`src/rtl/reset_sequencer_if.sv`:
```
// Bundles the staged-reset control and status signals between the sequencer
// and the blocks it releases. The sequencer is the master: it drives the reset
// lines and status, and receives readiness and soft-restart requests.
interface reset_sequencer_if #(
   parameter int STAGES = 4
);
   localparam int FSW = $clog2(STAGES);

   logic              soft_reset_req;
   logic [STAGES-1:0] stage_ready;
   logic [STAGES-1:0] stage_reset;
   logic              done;
   logic              fault;
   logic [FSW-1:0]    fault_stage;

   modport master (
      input  soft_reset_req,
      input  stage_ready,
      output stage_reset,
      output done,
      output fault,
      output fault_stage
   );

   modport slave (
      output soft_reset_req,
      output stage_ready,
      input  stage_reset,
      input  done,
      input  fault,
      input  fault_stage
   );
endinterface

```
`src/rtl/reset_sequencer.sv`:
```
// Staged reset release: stage lines drop one at a time, GAP edges after the previous stage acks.
// Latency: stage 0 releases GAP edges after reset; each later stage GAP edges after the prior ack.
// No backpressure: a stage that never acks within TIMEOUT edges leaves a sticky fault.
module reset_sequencer #(
   parameter int STAGES  = 4,
   parameter int GAP     = 8,
   parameter int TIMEOUT = 255
) (
   input logic               clk,
   input logic               reset_n,
   reset_sequencer_if.master sq
);
   localparam int CMAX = (GAP > TIMEOUT) ? GAP : TIMEOUT;
   localparam int CW   = $clog2(CMAX + 1);
   localparam int IW   = $clog2(STAGES);

   localparam logic [IW-1:0] LAST   = IW'(STAGES - 1);
   localparam logic [CW-1:0] GAP_LD = CW'(GAP);
   localparam logic [CW-1:0] TO_LD  = CW'(TIMEOUT);
   localparam logic [CW-1:0] ONE    = CW'(1);

   typedef enum logic [1:0] {
      S_HOLD,
      S_WAIT,
      S_DONE,
      S_FAULT
   } state_t;

   state_t            state_q, state_d;
   logic [IW-1:0]     idx_q, idx_d;
   // Shared down-counter: counts the hold gap in HOLD, the ack window in WAIT.
   logic [CW-1:0]     cnt_q, cnt_d;
   logic [STAGES-1:0] stage_reset_q, stage_reset_d;
   logic              done_q, done_d;
   logic              fault_q, fault_d;
   logic [IW-1:0]     fault_stage_q, fault_stage_d;

   // State and output registers; asynchronous reset holds every stage in reset.
   always_ff @(posedge clk or negedge reset_n) begin
      if (!reset_n) begin
         state_q       <= S_HOLD;
         idx_q         <= '0;
         cnt_q         <= GAP_LD;
         stage_reset_q <= '1;
         done_q        <= 1'b0;
         fault_q       <= 1'b0;
         fault_stage_q <= '0;
      end else begin
         state_q       <= state_d;
         idx_q         <= idx_d;
         cnt_q         <= cnt_d;
         stage_reset_q <= stage_reset_d;
         done_q        <= done_d;
         fault_q       <= fault_d;
         fault_stage_q <= fault_stage_d;
      end
   end

   // Next-state logic; soft restart overrides release, ack and timeout on the same edge.
   always_comb begin
      state_d       = state_q;
      idx_d         = idx_q;
      cnt_d         = cnt_q;
      stage_reset_d = stage_reset_q;
      done_d        = done_q;
      fault_d       = fault_q;
      fault_stage_d = fault_stage_q;

      if (sq.soft_reset_req) begin
         state_d       = S_HOLD;
         idx_d         = '0;
         cnt_d         = GAP_LD;
         stage_reset_d = '1;
         done_d        = 1'b0;
         fault_d       = 1'b0;
         fault_stage_d = '0;
      end else begin
         case (state_q)
            S_HOLD: begin
               cnt_d = cnt_q - ONE;
               if (cnt_q == ONE) begin
                  stage_reset_d[idx_q] = 1'b0;
                  cnt_d                = TO_LD;
                  state_d              = S_WAIT;
               end
            end
            S_WAIT: begin
               if (sq.stage_ready[idx_q]) begin
                  if (idx_q == LAST) begin
                     state_d = S_DONE;
                     done_d  = 1'b1;
                  end else begin
                     idx_d   = idx_q + 1'b1;
                     cnt_d   = GAP_LD;
                     state_d = S_HOLD;
                  end
               end else if (TIMEOUT != 0) begin
                  cnt_d = cnt_q - ONE;
                  if (cnt_q == ONE) begin
                     // Put the stuck stage back into reset; earlier stages stay released.
                     stage_reset_d[idx_q] = 1'b1;
                     fault_d              = 1'b1;
                     fault_stage_d        = idx_q;
                     done_d               = 1'b0;
                     state_d              = S_FAULT;
                  end
               end
            end
            S_DONE:  ;
            S_FAULT: ;
            default: state_d = S_HOLD;
         endcase
      end
   end

   assign sq.stage_reset = stage_reset_q;
   assign sq.done        = done_q;
   assign sq.fault       = fault_q;
   assign sq.fault_stage = fault_stage_q;
endmodule

```
`src/flat_wrapper.sv`:
```
// flat-port wrapper written by rule: the top's interface ports become plain ports
module reset_sequencer_flat 
#(
   parameter int STAGES  = 4,
   parameter int GAP     = 8,
   parameter int TIMEOUT = 255
)
  (clk, reset_n, sq_soft_reset_req, sq_stage_ready, sq_stage_reset, sq_done, sq_fault, sq_fault_stage);
  reset_sequencer_if #(.STAGES(STAGES)) sq_i ();
  input logic clk;
  input logic reset_n;
  input wire logic [$bits(sq_i.soft_reset_req)-1:0] sq_soft_reset_req;
  input wire logic [$bits(sq_i.stage_ready)-1:0] sq_stage_ready;
  output wire logic [$bits(sq_i.stage_reset)-1:0] sq_stage_reset;
  output wire logic [$bits(sq_i.done)-1:0] sq_done;
  output wire logic [$bits(sq_i.fault)-1:0] sq_fault;
  output wire logic [$bits(sq_i.fault_stage)-1:0] sq_fault_stage;
  assign sq_i.soft_reset_req = sq_soft_reset_req;
  assign sq_i.stage_ready = sq_stage_ready;
  assign sq_stage_reset = sq_i.stage_reset;
  assign sq_done = sq_i.done;
  assign sq_fault = sq_i.fault;
  assign sq_fault_stage = sq_i.fault_stage;
  reset_sequencer #(.STAGES(STAGES), .GAP(GAP), .TIMEOUT(TIMEOUT)) u_core (.clk(clk), .reset_n(reset_n), .sq(sq_i));
endmodule
```
`config.mk`:
```
export PLATFORM = sky130hd
export DESIGN_NAME = reset_sequencer_flat
export DESIGN_NICKNAME = d
export VERILOG_FILES = /design/src/rtl/reset_sequencer_if.sv /design/src/rtl/reset_sequencer.sv /design/src/flat_wrapper.sv
export SDC_FILE = /design/constraint.sdc
export NUM_CORES = 1
export LEC_CHECK = 0
export CAP_MARGIN = 10
export CORE_UTILIZATION = 58
export DETAILED_ROUTE_END_ITERATION = 8
export GPL_TIMING_DRIVEN = 0
export PLACE_DENSITY = 0.84
export SYNTH_ARGS = -nofsm -noshare
export SYNTH_HDL_FRONTEND = slang
export SYNTH_SLANG_ARGS = --single-unit
```
`constraint.sdc`:
```
create_clock -name clk -period 5.75 [get_ports clk]
set_input_delay 1.4375 -clock clk [delete_from_list [all_inputs] [get_ports clk]]
set_output_delay 1.4375 -clock clk [all_outputs]
set_load 0.03 [all_outputs]
```
==> impl_metrics.env <==
export IMPL_status="complete, no violations"
export IMPL_die_area_mm2=0.002318
export IMPL_ir_drop_v=0.0002155
export IMPL_cp_start_kind="flop"
export IMPL_grt_max_degree=21
export IMPL_max_cap_violations=0
export IMPL_areaGrowthSynthToFinish_pct=17.02
export IMPL_overflow=0
export IMPL_reg2reg_from="u_core.cnt_q[1]"
export IMPL_synth_top_area_share_pct=30.40
export IMPL_grt_first_pass_wirelength_um=3795
export IMPL_numCtsBuffers=3
export IMPL_wirelength_um=2349
export IMPL_holdWs_ns=0.5283
export IMPL_crit_slowest_cell="clkdlybuf4s50_1"
export IMPL_cp_required_ns=4.31
export IMPL_fin_util_pct=72.92
export IMPL_ff2ff_path_depth=7
export IMPL_die_width_um=48.15
export IMPL_drive_gt1_share_pct=16.20
export IMPL_post_cts_resized=0
export IMPL_core_area_mm2=0.001982
export IMPL_cellPowerDensity_mw_per_mm2=233.2
export IMPL_slowest_delay_ns=0.67
export IMPL_endpoint_kind="output pin"
export IMPL_cp_top_family="buffers and inverters"
export IMPL_hold_depth=2
export IMPL_fmax_ghz=0.3395
export IMPL_synth_cells=124
export IMPL_hold_viol_final=0
export IMPL_layout_nets=156
export IMPL_gr_usage_met1_pct=36.71
export IMPL_wire_per_inst_um=13.90
export IMPL_grt_pass1_vias=846
export IMPL_yosysTopAreaCell="dfrtp_1"
export IMPL_hp_class="flop to flop"
export IMPL_h_tree_depth=1
export IMPL_combPwrFrac_pct=24.5
export IMPL_insertion_delay_ns=0.30
export IMPL_globalRoute_busiestLayer="met1"
export IMPL_arrival_ns=1.51
export IMPL_initial_core_util_pct=62.31
export IMPL_power_frac_seq_pct=51.2
export IMPL_r2r_end="u_core.sq.fault_stage[1]"
export IMPL_p_switching_w=0.0001048
export IMPL_swShare_pct=31.10
export IMPL_io_buffers=14
export IMPL_synthArstFlopShare_pct=100.0
export IMPL_cts_setup_buffers=0
export IMPL_worst_hold_path_endpoint="u_core.sq.fault"
export IMPL_tns_ns=0
export IMPL_ys_seq_elements=20
export IMPL_synth_most_common_cell="dfrtp_1"
export IMPL_p_clk_share_pct=24.3
export IMPL_p_leak_nw=0.6416
export IMPL_finalSetupViolations=0
export IMPL_clock_sinks=20
export IMPL_period_needed_ns=2.945
export IMPL_grt_util_met3_pct=5.185
export IMPL_ys_warn_count=0
export IMPL_clk_pin_slew_ns=0.11
export IMPL_max_slew_margin_pct=40.87
export IMPL_final_period_utilization_pct=51.22
export IMPL_die_h_um=48.15
export IMPL_seq_area_frac_synth_pct=41.03
export IMPL_dp_hpwl_um=1731
export IMPL_vias=1013
export IMPL_synthTopCellsByArea="dfrtp_1 30%, dfstp_2 11%, ha_1 6.1%"
export IMPL_ctsHoldBuffers=0
export IMPL_firstDrtPassIters=4
export IMPL_ant_nets=0
export IMPL_synth_edff_count=0
export IMPL_synth_cell_types=43
export IMPL_antenna_cells=0
export IMPL_crit_chain="clkdlybuf4s50_1"
export IMPL_holdCritStartpoint="u_core.sq.fault"
export IMPL_crit_fanout=2
export IMPL_r2r_slack_ns=3.74
export IMPL_synth_common_cells="15 x dfrtp_1, 12 x nor2_1, 11 x nand2_1"
export IMPL_synthesis_area_mm2=0.001235
export IMPL_gr_usage_met2_pct=32.80
export IMPL_power_internal_w=0.0002322
export IMPL_io_pins=15
export IMPL_rows=16
export IMPL_crit_buf_inv=1
export IMPL_cts_max_path_buffers=2
export IMPL_clock_skew_ns=0.003938
export IMPL_rsz0062_at_grt="false"
export IMPL_grt_usage_pct=23.95
export IMPL_dr_first_iter_drc_count=41
export IMPL_tightest_slew_ns=0.8841
export IMPL_cts_tree="done"
export IMPL_synthFlopType="dfrtp_1"
export IMPL_syn_nets=137
export IMPL_place_congestion=0.7612
export IMPL_route_detailed_drc=0
export IMPL_crit_type="flop to output pin"
export IMPL_post_drt_via_cell_ratio=5.994
export IMPL_antenna_found_initial=0
export IMPL_cts_root_buf="clkbuf_4"
export IMPL_drv_slew=0
export IMPL_syn_area_per_cell_um2=9.959
## placed cells by master, fill, tap and decap left out, drive strengths merged
cell | synthesis | layout
dfstp | 5 | 5
and4 | 4 | 4
or3 | 2 | 2
nand4b | 1 | 1
ha | 6 | 6
or4 | 1 | 1
nand3 | 2 | 2
a21o | 1 | 1
o311a | 1 | 1
inv | 8 | 8
clkdlybuf4s50 | 0 | 14
or3b | 1 | 1
o32a | 1 | 1
buf | 3 | 3
or2b | 1 | 1
and2 | 1 | 1
and3 | 4 | 4
dfrtp | 15 | 15
a211o | 2 | 2
nand2 | 11 | 11
o221a | 2 | 2
nor2 | 13 | 13
nor3 | 2 | 2
clkbuf | 1 | 5
o211a | 1 | 1
o21ai | 6 | 6
a31oi | 4 | 4
o31ai | 1 | 1
a22o | 2 | 2
a221o | 4 | 4
mux2i | 5 | 5
xnor2 | 1 | 1
nor2b | 1 | 1
nor4 | 2 | 2
nand2b | 2 | 2
a21oi | 4 | 4
mux4 | 1 | 1
nand3b | 1 | 1
a32o | 1 | 1
## registers in the layout, indices dropped and copies added (netlist names)
signal,flops
u_core.sq.stage_reset,4
u_core.sq.fault,1
u_core.idx_q,2
u_core.sq.done,1
u_core.cnt_q,8
u_core.state_q,2
u_core.sq.fault_stage,2
## power by group through the flow
stage	Clock [W]	Sequential [W]	Combinational, W
after floorplan	0	0.000172	0.0000618
after CTS	0.0000839	0.000172	0.0000829
after detailed placement	0	0.000174	0.0000827
final	0.0000818	0.000173	0.0000826
after global placement	0	0.000173	0.0000796
after global routing	0.0000881	0.000174	0.0000923
## worst max path at each step
stage / from / end / slack, ns / cells after the start
6_report: u_core.sq.stage_reset[2] / sq_stage_reset[2] / 2.80 / 1
3_3_place_gp: sq_stage_ready[3] / u_core.sq.fault_stage[1] / 2.62 / 5
3_5_place_dp: sq_stage_ready[3] / u_core.sq.fault_stage[1] / 2.61 / 5
4_1_cts: u_core.sq.stage_reset[2] / sq_stage_reset[2] / 2.79 / 1
2_1_floorplan: sq_stage_ready[3] / u_core.sq.fault_stage[0] / 3.17 / 4
5_1_grt: u_core.sq.stage_reset[0] / sq_stage_reset[0] / 2.76 / 1
## final cells by class
cell class                      count  area (um^2)
Timing Repair Buffer               14        140.1
Sequential cell                    20        506.7
Inverter                            8        30.03
Tap cell                           27        33.78
Buffer                              4        18.77
Multi-Input combinational cell     92        679.4
Fill cell                         149        536.8
Clock buffer                        4        36.28
## stage by stage
step	worst slack, ns	area (um^2)	total power [W]	instances
finish	2.805	1445	0.0003370	169
global route	2.762	1445	0.0003548	169
CTS	2.791	1445	0.0003387	169
detailed placement	2.609	1409	0.0002568	165
global placement	2.618	1409	0.0002526	165
floorplan	3.169	1235	0.0002334	124
## kinds of logic (layout without fill, tap and decap cells)
group | Yosys count | after routing | synth area share (%)
simple gates | 49 | 49 | 23.71
compound gates | 30 | 30 | 18.64
flops | 20 | 20 | 41.03
buf+inv | 12 | 30 | 3.951
fa+ha+maj | 6 | 6 | 6.079
mux | 6 | 6 | 5.876
xor+xnor | 1 | 1 | 0.7093
## per-layer routing
layer | share of wire [%] | vias to the layer above
li1 | - | 496
met1 | 50 | 497
met5 | 0 | -
met4 | 0.55 | 0
met2 | 45 | 18
met3 | 3.8 | 2
Power figures use the tool's default switching activity.
